File: src/rtl/resolution_text_renderer_if.sv
// Video-side bus of the resolution text renderer: timing strobes, window origin,
// ROM row port and the rendered pixel outputs.
interface resolution_text_renderer_if #(
  parameter int HW        = 12,
  parameter int VW        = 11,
  parameter int LINE_BITS = 136
);
  logic                 pixel_en;
  logic                 frame_start;
  logic                 line_start;
  logic [HW-1:0]        hpos;
  logic [VW-1:0]        vpos;
  logic [HW-1:0]        start_x;
  logic [VW-1:0]        start_y;
  logic [3:0]           rom_addr;
  logic [LINE_BITS-1:0] rom_q;
  logic                 pixel_on;
  logic                 text_active;
  logic                 shadow_on;
  logic                 late_err;

  modport master (
    output pixel_en, frame_start, line_start, hpos, vpos, start_x, start_y, rom_q,
    input  rom_addr, pixel_on, text_active, shadow_on, late_err
  );

  modport slave (
    input  pixel_en, frame_start, line_start, hpos, vpos, start_x, start_y, rom_q,
    output rom_addr, pixel_on, text_active, shadow_on, late_err
  );
endinterface

File: src/rtl/resolution_text_renderer.sv
// Fetches one bitmap row from the resolution char ROM per video line and shifts it out MSB-first
// as a pixel mask inside a window. Define RESTEXT_SHADOW_EN to enable the drop-shadow output.
module resolution_text_renderer #(
  parameter int LINE_BITS  = 136,
  parameter int SCALE_LOG2 = 0,
  parameter int HW         = 12,
  parameter int VW         = 11
) (
  input logic                       clock,
  input logic                       reset,
  resolution_text_renderer_if.slave bus
);
  localparam int CW = $clog2(LINE_BITS);
  localparam int RW = (SCALE_LOG2 > 0) ? SCALE_LOG2 : 1;
  localparam logic [RW-1:0] REP_LAST = RW'((1 << SCALE_LOG2) - 1);
  localparam logic [VW-1:0] WIN_ROWS = VW'(16 << SCALE_LOG2);
  localparam logic [CW-1:0] CNT_INIT = CW'(LINE_BITS - 1);

  typedef enum logic [2:0] {
    S_IDLE  = 3'd0,
    S_FETCH = 3'd1,
    S_LOAD  = 3'd2,
    S_ARMED = 3'd3,
    S_SHIFT = 3'd4,
    S_DONE  = 3'd5
  } state_t;

  state_t               state_q, state_d;
  logic [LINE_BITS-1:0] shreg_q, shreg_d;
  logic [CW-1:0]        bitcnt_q, bitcnt_d;
  logic [RW-1:0]        rep_q, rep_d;
  logic [HW-1:0]        sx_q, sx_d;
  logic [VW-1:0]        sy_q, sy_d;
  logic [3:0]           rom_addr_q, rom_addr_d;
  logic                 pixel_on_q, pixel_on_d;
  logic                 text_active_q, text_active_d;
  logic                 shadow_on_q, shadow_on_d;
  logic                 late_err_q, late_err_d;

  logic [VW-1:0] sy_eff_s;
  logic [VW-1:0] dist_s;
  logic          in_win_s;
  logic [3:0]    row_s;
  logic          late_s;
  logic          late_set_s;
  logic          emit_s;
  logic          cur_bit_s;
  logic          shade_s;
  logic          done_shade_s;

  // Next-state and output computation for the row fetch / shift sequencer.
  always_comb begin
    state_d       = state_q;
    shreg_d       = shreg_q;
    bitcnt_d      = bitcnt_q;
    rep_d         = rep_q;
    rom_addr_d    = rom_addr_q;
    pixel_on_d    = pixel_on_q;
    text_active_d = text_active_q;
    shadow_on_d   = shadow_on_q;
    late_set_s    = 1'b0;
    emit_s        = 1'b0;

    // A line_start in the frame_start cycle must already see the new origin.
    sy_eff_s   = bus.frame_start ? bus.start_y : sy_q;
    sx_d       = bus.frame_start ? bus.start_x : sx_q;
    sy_d       = sy_eff_s;
    dist_s     = bus.vpos - sy_eff_s;
    in_win_s   = (bus.vpos >= sy_eff_s) && (dist_s < WIN_ROWS);
    row_s      = 4'(dist_s >> SCALE_LOG2);
    late_s     = bus.pixel_en && (bus.hpos > sx_q);
    cur_bit_s  = shreg_q[LINE_BITS-1];
`ifdef RESTEXT_SHADOW_EN
    shade_s      = ~cur_bit_s & pixel_on_q;
    done_shade_s = pixel_on_q;
`else
    shade_s      = 1'b0;
    done_shade_s = 1'b0;
`endif

    if (bus.line_start) begin
      pixel_on_d    = 1'b0;
      text_active_d = 1'b0;
      shadow_on_d   = 1'b0;
      if (in_win_s) begin
        state_d    = S_FETCH;
        rom_addr_d = row_s;
      end else begin
        state_d = S_IDLE;
      end
    end else begin
      case (state_q)
        S_IDLE: state_d = S_IDLE;
        S_FETCH: begin
          if (late_s) begin
            late_set_s = 1'b1;
            state_d    = S_IDLE;
          end else begin
            state_d = S_LOAD;
          end
        end
        S_LOAD: begin
          if (late_s) begin
            late_set_s = 1'b1;
            state_d    = S_IDLE;
          end else begin
            shreg_d  = bus.rom_q;
            bitcnt_d = CNT_INIT;
            rep_d    = {RW{1'b0}};
            state_d  = S_ARMED;
          end
        end
        S_ARMED: begin
          if (late_s) begin
            late_set_s = 1'b1;
            state_d    = S_IDLE;
          end else if (bus.pixel_en && (bus.hpos == sx_q)) begin
            emit_s = 1'b1;
          end else begin
            state_d = S_ARMED;
          end
        end
        S_SHIFT: emit_s = bus.pixel_en;
        S_DONE: begin
          if (bus.pixel_en) begin
            pixel_on_d    = 1'b0;
            text_active_d = 1'b0;
            shadow_on_d   = done_shade_s;
          end else begin
            state_d = S_DONE;
          end
        end
        default: state_d = S_IDLE;
      endcase

      if (emit_s) begin
        pixel_on_d    = cur_bit_s;
        text_active_d = 1'b1;
        shadow_on_d   = shade_s;
        if (rep_q == REP_LAST) begin
          rep_d    = {RW{1'b0}};
          shreg_d  = shreg_q << 1;
          bitcnt_d = bitcnt_q - CW'(1);
          state_d  = (bitcnt_q == {CW{1'b0}}) ? S_DONE : S_SHIFT;
        end else begin
          rep_d   = rep_q + RW'(1);
          state_d = S_SHIFT;
        end
      end else begin
        rep_d = rep_d;
      end
    end

    late_err_d = bus.frame_start ? 1'b0 : (late_err_q | late_set_s);
  end

  // State and output registers with synchronous reset.
  always_ff @(posedge clock) begin
    if (reset) begin
      state_q       <= S_IDLE;
      shreg_q       <= {LINE_BITS{1'b0}};
      bitcnt_q      <= {CW{1'b0}};
      rep_q         <= {RW{1'b0}};
      sx_q          <= {HW{1'b0}};
      sy_q          <= {VW{1'b0}};
      rom_addr_q    <= 4'd0;
      pixel_on_q    <= 1'b0;
      text_active_q <= 1'b0;
      shadow_on_q   <= 1'b0;
      late_err_q    <= 1'b0;
    end else begin
      state_q       <= state_d;
      shreg_q       <= shreg_d;
      bitcnt_q      <= bitcnt_d;
      rep_q         <= rep_d;
      sx_q          <= sx_d;
      sy_q          <= sy_d;
      rom_addr_q    <= rom_addr_d;
      pixel_on_q    <= pixel_on_d;
      text_active_q <= text_active_d;
      shadow_on_q   <= shadow_on_d;
      late_err_q    <= late_err_d;
    end
  end

  assign bus.rom_addr    = rom_addr_q;
  assign bus.pixel_on    = pixel_on_q;
  assign bus.text_active = text_active_q;
  assign bus.shadow_on   = shadow_on_q;
  assign bus.late_err    = late_err_q;
endmodule
File: src/flat_wrapper.sv
// flat-port wrapper written by rule: the top's interface ports become plain ports
module resolution_text_renderer_flat 
#(
  parameter int LINE_BITS  = 136,
  parameter int SCALE_LOG2 = 0,
  parameter int HW         = 12,
  parameter int VW         = 11
)
  (clock, reset, bus_pixel_en, bus_frame_start, bus_line_start, bus_hpos, bus_vpos, bus_start_x, bus_start_y, bus_rom_q, bus_rom_addr, bus_pixel_on, bus_text_active, bus_shadow_on, bus_late_err);
  resolution_text_renderer_if #(.HW(HW), .VW(VW), .LINE_BITS(LINE_BITS)) bus_i ();
  input logic clock;
  input logic reset;
  input wire logic [$bits(bus_i.pixel_en)-1:0] bus_pixel_en;
  input wire logic [$bits(bus_i.frame_start)-1:0] bus_frame_start;
  input wire logic [$bits(bus_i.line_start)-1:0] bus_line_start;
  input wire logic [$bits(bus_i.hpos)-1:0] bus_hpos;
  input wire logic [$bits(bus_i.vpos)-1:0] bus_vpos;
  input wire logic [$bits(bus_i.start_x)-1:0] bus_start_x;
  input wire logic [$bits(bus_i.start_y)-1:0] bus_start_y;
  input wire logic [$bits(bus_i.rom_q)-1:0] bus_rom_q;
  output wire logic [$bits(bus_i.rom_addr)-1:0] bus_rom_addr;
  output wire logic [$bits(bus_i.pixel_on)-1:0] bus_pixel_on;
  output wire logic [$bits(bus_i.text_active)-1:0] bus_text_active;
  output wire logic [$bits(bus_i.shadow_on)-1:0] bus_shadow_on;
  output wire logic [$bits(bus_i.late_err)-1:0] bus_late_err;
  assign bus_i.pixel_en = bus_pixel_en;
  assign bus_i.frame_start = bus_frame_start;
  assign bus_i.line_start = bus_line_start;
  assign bus_i.hpos = bus_hpos;
  assign bus_i.vpos = bus_vpos;
  assign bus_i.start_x = bus_start_x;
  assign bus_i.start_y = bus_start_y;
  assign bus_i.rom_q = bus_rom_q;
  assign bus_rom_addr = bus_i.rom_addr;
  assign bus_pixel_on = bus_i.pixel_on;
  assign bus_text_active = bus_i.text_active;
  assign bus_shadow_on = bus_i.shadow_on;
  assign bus_late_err = bus_i.late_err;
  resolution_text_renderer #(.LINE_BITS(LINE_BITS), .SCALE_LOG2(SCALE_LOG2), .HW(HW), .VW(VW)) u_core (.clock(clock), .reset(reset), .bus(bus_i));
endmodule
File: config.mk
export PLATFORM = sky130hd
export DESIGN_NAME = resolution_text_renderer_flat
export DESIGN_NICKNAME = d
export VERILOG_FILES = /design/src/rtl/resolution_text_renderer_if.sv /design/src/rtl/resolution_text_renderer.sv /design/src/flat_wrapper.sv
export SDC_FILE = /design/constraint.sdc
export NUM_CORES = 1
export LEC_CHECK = 0
export ABC_AREA = 1
export CORE_ASPECT_RATIO = 1.5
export CORE_UTILIZATION = 41
export CTS_BUF_LIST = sky130_fd_sc_hd__clkbuf_16
export DETAILED_ROUTE_END_ITERATION = 10
export GPL_ROUTABILITY_DRIVEN = 0
export PLACE_DENSITY = 0.69
export SYNTH_ARGS = -nofsm -noshare
export SYNTH_HDL_FRONTEND = slang
export SYNTH_SLANG_ARGS = --single-unit
File: constraint.sdc
create_clock -name clock -period 2.7 [get_ports clock]
set_input_delay 0.54 -clock clock [delete_from_list [all_inputs] [get_ports clock]]
set_output_delay 0.54 -clock clock [all_outputs]
set_load 0.02 [all_outputs]
Word level (Yosys, flattened, before mapping)
Cells that the tools add are included.
Widths: inputs -> output; s select.
{"block": "word_totals", "ff_bits": 178, "output_inout_bits": 8, "wordCells": 77}
{"block": "op_classes", "add_sub_neg": 3, "n_lt_le_gt_ge": 3, "eq_ne": 10, "mux": 35, "bitwise": 2, "reduce_logical": 14}
{"cell": "$mux 136", "count": 4}
{"cell": "$mux 8", "count": 4}
{"cell": "$mux 3", "count": 6}
{"cell": "$mux 1", "count": 16}
{"cell": "$pmux 3 s5", "count": 1}
{"cell": "$eq 12x12->1", "count": 1}
{"cell": "$gt 12x12->1", "count": 1}
{"cell": "$ge 11x11->1", "count": 1}
{"cell": "$lt 11x5->1 const B", "count": 1}
{"cell": "$mux 11", "count": 1}
{"cell": "$sub 11x11->11", "count": 1}
{"cell": "$logic_not 8->1", "count": 1}
{"cell": "$sub 8x1->8 const B", "count": 1}
{"cell": "$eq 3x2->1 const B", "count": 2}
{"cell": "$eq 3x3->1 const B", "count": 2}
{"cell": "$reduce_and 3->1", "count": 2}
{"cell": "$reduce_bool 2->1", "count": 3}
{"cell": "$ne 5x4->1 const B", "count": 1}
{"cell": "$mux 2", "count": 2}
{"cell": "$ne 4x3->1 const B", "count": 1}
{"cell": "$reduce_and 2->1", "count": 2}
{"cell": "$reduce_or 2->1", "count": 2}
{"cell": "$eq 3x1->1 const B", "count": 1}
{"cell": "$logic_and 1x1->1", "count": 3}
{"cell": "7 further kinds", "count": 7}

Depth between registers and ports, before layout
{"block": "depth", "word_depth": 8, "ltp_mapped": 19, "depth_no_buf": 18}

Worst setup path after synthesis
Ideal clock, no wire load.
{"block": "synth_path", "path_kind": "input -> register", "startpoint": "input port bus_frame_start", "endpoint": "register u_core.rom_addr_q[2], in the netlist u_core.bus.rom_addr[2]", "setup_ns": 0.116, "arrival_time_ns": 2.633, "required_ns": 2.584, "slack_ns": -0.049, "stages": 14, "path_cell_list": "buf_1 mux2i_1 ha_1 or2_2 nand3_1 nand2_1 nand2_1 nand2_1 nand2_1 nand3_1 nor2_2 nand3_1 nand2_1 nor2_1"}
{"block": "synth_via", "elab_chain_cells": 5}
{"element": "from (decl)", "line_no": "flat_wrapper.sv:14", "source": "input wire logic [$bits(bus_i.frame_start)-1:0] bus_frame_start;"}
{"element": "$mux 11 (*)", "line_no": "resolution_text_renderer.sv:65", "source": "sy_eff_s = bus.frame_start ? bus.start_y : sy_q;"}
{"element": "$sub 11x11->11", "line_no": "resolution_text_renderer.sv:68", "source": "dist_s = bus.vpos - sy_eff_s;"}
{"element": "$lt 11x5->1", "line_no": "resolution_text_renderer.sv:69", "source": "in_win_s = (bus.vpos >= sy_eff_s) && (dist_s < WIN_ROWS);"}
{"element": "$logic_and 1x1->1", "line_no": "resolution_text_renderer.sv:69"}
{"element": "$reduce_and 2->1 (no line)"}
{"element": "to (signal assigned)", "line_no": "resolution_text_renderer.sv:178", "source": "rom_addr_q <= rom_addr_d;"}
{"element": "to (decl)", "line_no": "resolution_text_renderer.sv:34", "source": "logic [3:0] rom_addr_q, rom_addr_d;"}
Mark *: on every way between the ends. The rest lies on a longest branch, timed or not.
A chain may end at the register's enable or synchronous reset.

Final worst setup path
{"block": "layout_path", "startpoint": "input port bus_start_y[1]", "endpoint": "register u_core.rom_addr_q[0], in the netlist u_core.bus.rom_addr[0]"}
{"block": "layout_via", "elab_chain_cells": 5}
{"element": "from (decl)", "line_no": "flat_wrapper.sv:19", "source": "input wire logic [$bits(bus_i.start_y)-1:0] bus_start_y;"}
{"element": "$mux 11 (*)", "line_no": "resolution_text_renderer.sv:65"}
{"element": "via u_core.sy_d[1]", "line_no": "resolution_text_renderer.sv:33", "source": "logic [VW-1:0] sy_q, sy_d;"}
{"element": "$sub 11x11->11", "line_no": "resolution_text_renderer.sv:68"}
{"element": "$lt 11x5->1", "line_no": "resolution_text_renderer.sv:69"}
{"element": "$logic_and 1x1->1 (*)", "line_no": "resolution_text_renderer.sv:69"}
{"element": "$reduce_and 2->1 (no line) (*)"}
Mark *: on every way through the listed nets, which the timed path passes. The rest lies on a longest branch.

==> results.py <==
metrics = {
    "run_status": {
        "status": "completed",
    },
    "hold_path": {
        "hold_path_class": "register to register",
        "min-delay-start": "u_core.sx_q[3]",
        "holdPathStages": 2,
        "whs_endpoint": "u_core.sx_q[3]",
    },
    "power": {
        "combPwrFrac_pct": 13.7,
        "internal-power_mw": 4.763,
        "seq_power_share_pct": 42.1,
        "power_density_nw_per_um2": 490.1,
        "swShare_pct": 24.00,
        "ir_worst_vdd_v": 0.0004084,
        "pwr-share-clk_pct": 44.2,
        "switchingPower_mw": 1.504,
        "leakagePower_nw": 6.248,
    },
    "setup_path": {
        "crit_path_top_delay_cell": "clkdlybuf4s50_1",
        "worstPathArrival_ps": 2900,
        "end_kind": "register",
        "cpPeakStageDelay_ps": 410,
        "crit_fanout": 7,
        "r2r_cells": 14,
        "reg2reg_to": "u_core.bitcnt_q[4]",
        "worst-endpoint-required_ps": 3060,
        "critPathTopFamily": "simple AND/OR/NAND/NOR gates",
        "reg2reg_from": "u_core.sx_q[5]",
        "path_class": "input pin to register",
        "cp_num_buf_inv": 4,
        "cp_cell_sequence": "clkdlybuf4s50_1 > or2_2 > o21ai_1 > inv_1 > fa_2 > inv_1 > nand2_1 > nand2_2 > nand3_2 > nand3_1 > nand2_1 > nor2_1 > nand3_1 > nor2_4 > buf_6 > a21oi_1 > nor2_1",
        "startpoint_type": "input pin",
        "rrSetupSlack_ps": 450,
    },
    "timing": {
        "grt_setup_unrepaired": "false",
        "finClkSkew_ps": 12.70,
        "slew_viol_final": 0,
        "setup_viol": 0,
        "setup_tns_ps": 0,
        "period_share_pct": 93.96,
        "max_freq_ghz": 0.3942,
        "finalHoldViolCount": 0,
        "finalCriticalPeriod_ps": 2537,
    },
    "cts": {
        "clock_sinks": 177,
        "cts-root-buf": "clkbuf_16",
        "clkTransAtPathRegs_ps": 70,
        "htreeDepth": 4,
        "numCtsBuffers": 17,
        "clk_latency_ps": 420,
        "clockBufferDepth": 2,
        "cts_tree": "yes",
        "hold_buffers": 0,
    },
    "synthesis": {
        "synth_common_cells": "nand2_1 (364), nor2_1 (215), dfxtp_1 (177), nand3_1 (165), o21ai_0 (152)",
        "yosysTopAreaCellShare_pct": 36.73,
        "avgSynthCellArea_um2": 6.723,
        "synth-seq-area-share_pct": 36.73,
        "ys_types": 37,
        "synth_cells": 1435,
        "syn_area_um2": 9648,
        "ys_ff_latch": 177,
        "synth.most_common_cell": "nand2_1",
        "synth_warnings": 0,
        "synth_largest_area_cell": "dfxtp_1",
        "synth_ff_type": "dfxtp_1",
        "synthArstFlopShare_pct": 0,
        "ys_top_cells_by_area": "dfxtp_1 (37%), nand2_1 (14%), nand3_1 (8.6%), nor2_1 (8.4%), o21ai_0 (7.9%)",
        "synth_fp_nets": 1648,
        "synth_edf_count": 0,
    },
    "die": {
        "io-pin-count": 195,
        "core_area_um2": 23060,
        "rows": 68,
        "initial_core_util_pct": 41.84,
        "die_y_um": 189.9,
        "die-area_um2": 24160,
        "die_w_um": 127.3,
    },
    "finish": {
        "finalNonFillerCells": 1950,
        "drive_above_1_share_pct": 13.83,
        "layout-area-overhead-vs-synth_pct": 32.54,
        "finalNetCount": 1835,
    },
    "drt": {
        "drc": 0,
        "detail_route.wl_per_cell_um": 13.36,
        "routed_wl_um": 26040,
        "via_count": 9592,
        "firstDrtPassIters": 5,
        "antenna_left": 0,
        "drt-initial-drc-count": 689,
        "vias_per_cell": 4.919,
    },
    "grt": {
        "grt_pass1_vias": 9538,
        "grt_start_max_net_pins": 90,
        "grt_util_all_layers_pct": 22.25,
        "globalRoute.totalOverflow": 0,
        "grt_pass1_wl_um": 43560,
        "antenna_found_initial": 1,
    },
    "placement": {
        "dp_cells": 1917,
        "numPortBuffers": 193,
        "dp_hpwl_um": 17990,
    },
    "job": {
        "drv_cap": 0,
    },
}
==> cell families after synthesis <==
kind of cell | synth area share, %
XOR/XNOR | 0.1816
AO/OA/AOI/OAI | 10.10
flip-flops | 36.73
multiplexers | 0.9338
other | 0.03887
AND/OR/NAND/NOR | 39.26
buffers and inverters | 9.311
adder cells (fa/ha/maj) | 3.450
==> per-stage QoR <==
step           total power, mW  hold slack (ps)  setup WS, ps  util [%]  instance area (µm²)
3_3_place_gp             3.536            447.7        -506.7     52.41                12080
2_1_floorplan            3.040            433.2         39.21         -                 9649
5_1_grt                  6.519            487.1         2.692     55.46                12790
4_1_cts                  6.314            462.2        0.9026     55.41                12780
6_report                 6.267            460.2         163.2     55.46                12790
3_5_place_dp             3.544            451.6        -589.7     52.41                12080
==> timing repair <==
| item | in CTS | in global routing |
|---|---|---|
| pin swaps | 4 | 2 |
| buffers inserted | 1 | 0 |
| endpoints found under the setup margin | 5 | 5 |
| resized for setup | 10 | 4 |
==> state kept, by name, summed over array words and instances (netlist names) <==
register                cells
u_core.shreg_q            136
u_core.sx_q                12
u_core.sy_q                11
u_core.bitcnt_q             8
u_core.bus.rom_addr         4
u_core.state_q              3
u_core.bus.late_err         1
u_core.bus.pixel_on         1
u_core.bus.text_active      1
==> worst max path at each step <==
stage	startpoint	endpoint	slack [ps]	cells after the start
floorplan	bus_frame_start	u_core.bus.rom_addr[2]	40	18
global route	bus_start_y[1]	u_core.bus.rom_addr[0]	3	17
CTS	bus_frame_start	u_core.bus.rom_addr[0]	0.9	18
finish	bus_start_y[1]	u_core.bus.rom_addr[0]	160	17
detailed placement	bus_frame_start	u_core.bus.rom_addr[3]	-590	18
global placement	bus_frame_start	u_core.bus.rom_addr[3]	-510	18
==> layout by cell type (no fill, tap or decap), drive strengths merged <==
cell type / count
nand4: 5
o2111ai: 1
or2: 2
inv: 73
fa: 1
diode: 1
a21oi: 32
dlymetal6s2s: 1
o21a: 1
bufinv: 5
nand2: 366
nor2: 317
nand3b: 3
nand3: 165
ha: 25
o21ai: 153
nor4: 3
o21bai: 3
clkinvlp: 1
nor3: 2
nor3b: 1
mux2i: 9
clkinv: 2
clkdlybuf4s50: 192
buf: 72
conb: 1
and2: 1
dfxtp: 177
xor2: 2
a31oi: 1
clkbuf: 17
==> layer usage <==
layer | wire [µm] | vias to the layer above | share of wire [%] | global-route usage [%]
met2 | 13620 | 222 | 52 | 41.76
li1 | - | 4973 | - | -
met5 | 0 | - | 0 | 0
met3 | 1141 | 32 | 4.4 | 4.415
met1 | 10750 | 4365 | 41 | 24.44
met4 | 525 | 0 | 2.0 | 8.196
==> area by class of cell <==
| class | instances | area [µm²] |
|---|---|---|
| Antenna cell | 1 | 2.502 |
| Clock buffer | 17 | 425.4 |
| Clock inverter | 14 | 222.7 |
| Fill cell | 2215 | 10270 |
| Inverter | 67 | 261.5 |
| Multi-Input combinational cell | 1094 | 5255 |
| Sequential cell | 177 | 3543 |
| Tap cell | 315 | 394.1 |
| Timing Repair Buffer | 265 | 2683 |
==> power by group through the flow <==
stage | clock network, mW | logic (mW) | registers [mW]
CTS | 2.81 | 0.858 | 2.64
finish | 2.77 | 0.857 | 2.64
global route | 2.94 | 0.937 | 2.64
floorplan | 0 | 0.341 | 2.70
detailed placement | 0 | 0.843 | 2.70
global placement | 0 | 0.836 | 2.70
==> worst reg2reg max path, delay by kind of cell (launching register included) <==
family,cells,cell delay (ps)
and+or+nand+nor,9,940
buffers and inverters,3,410
DFF,1,320
adders and majority gates,1,280
AOI/OAI and AO/OA,1,180
Power figures use the tool's default switching activity.
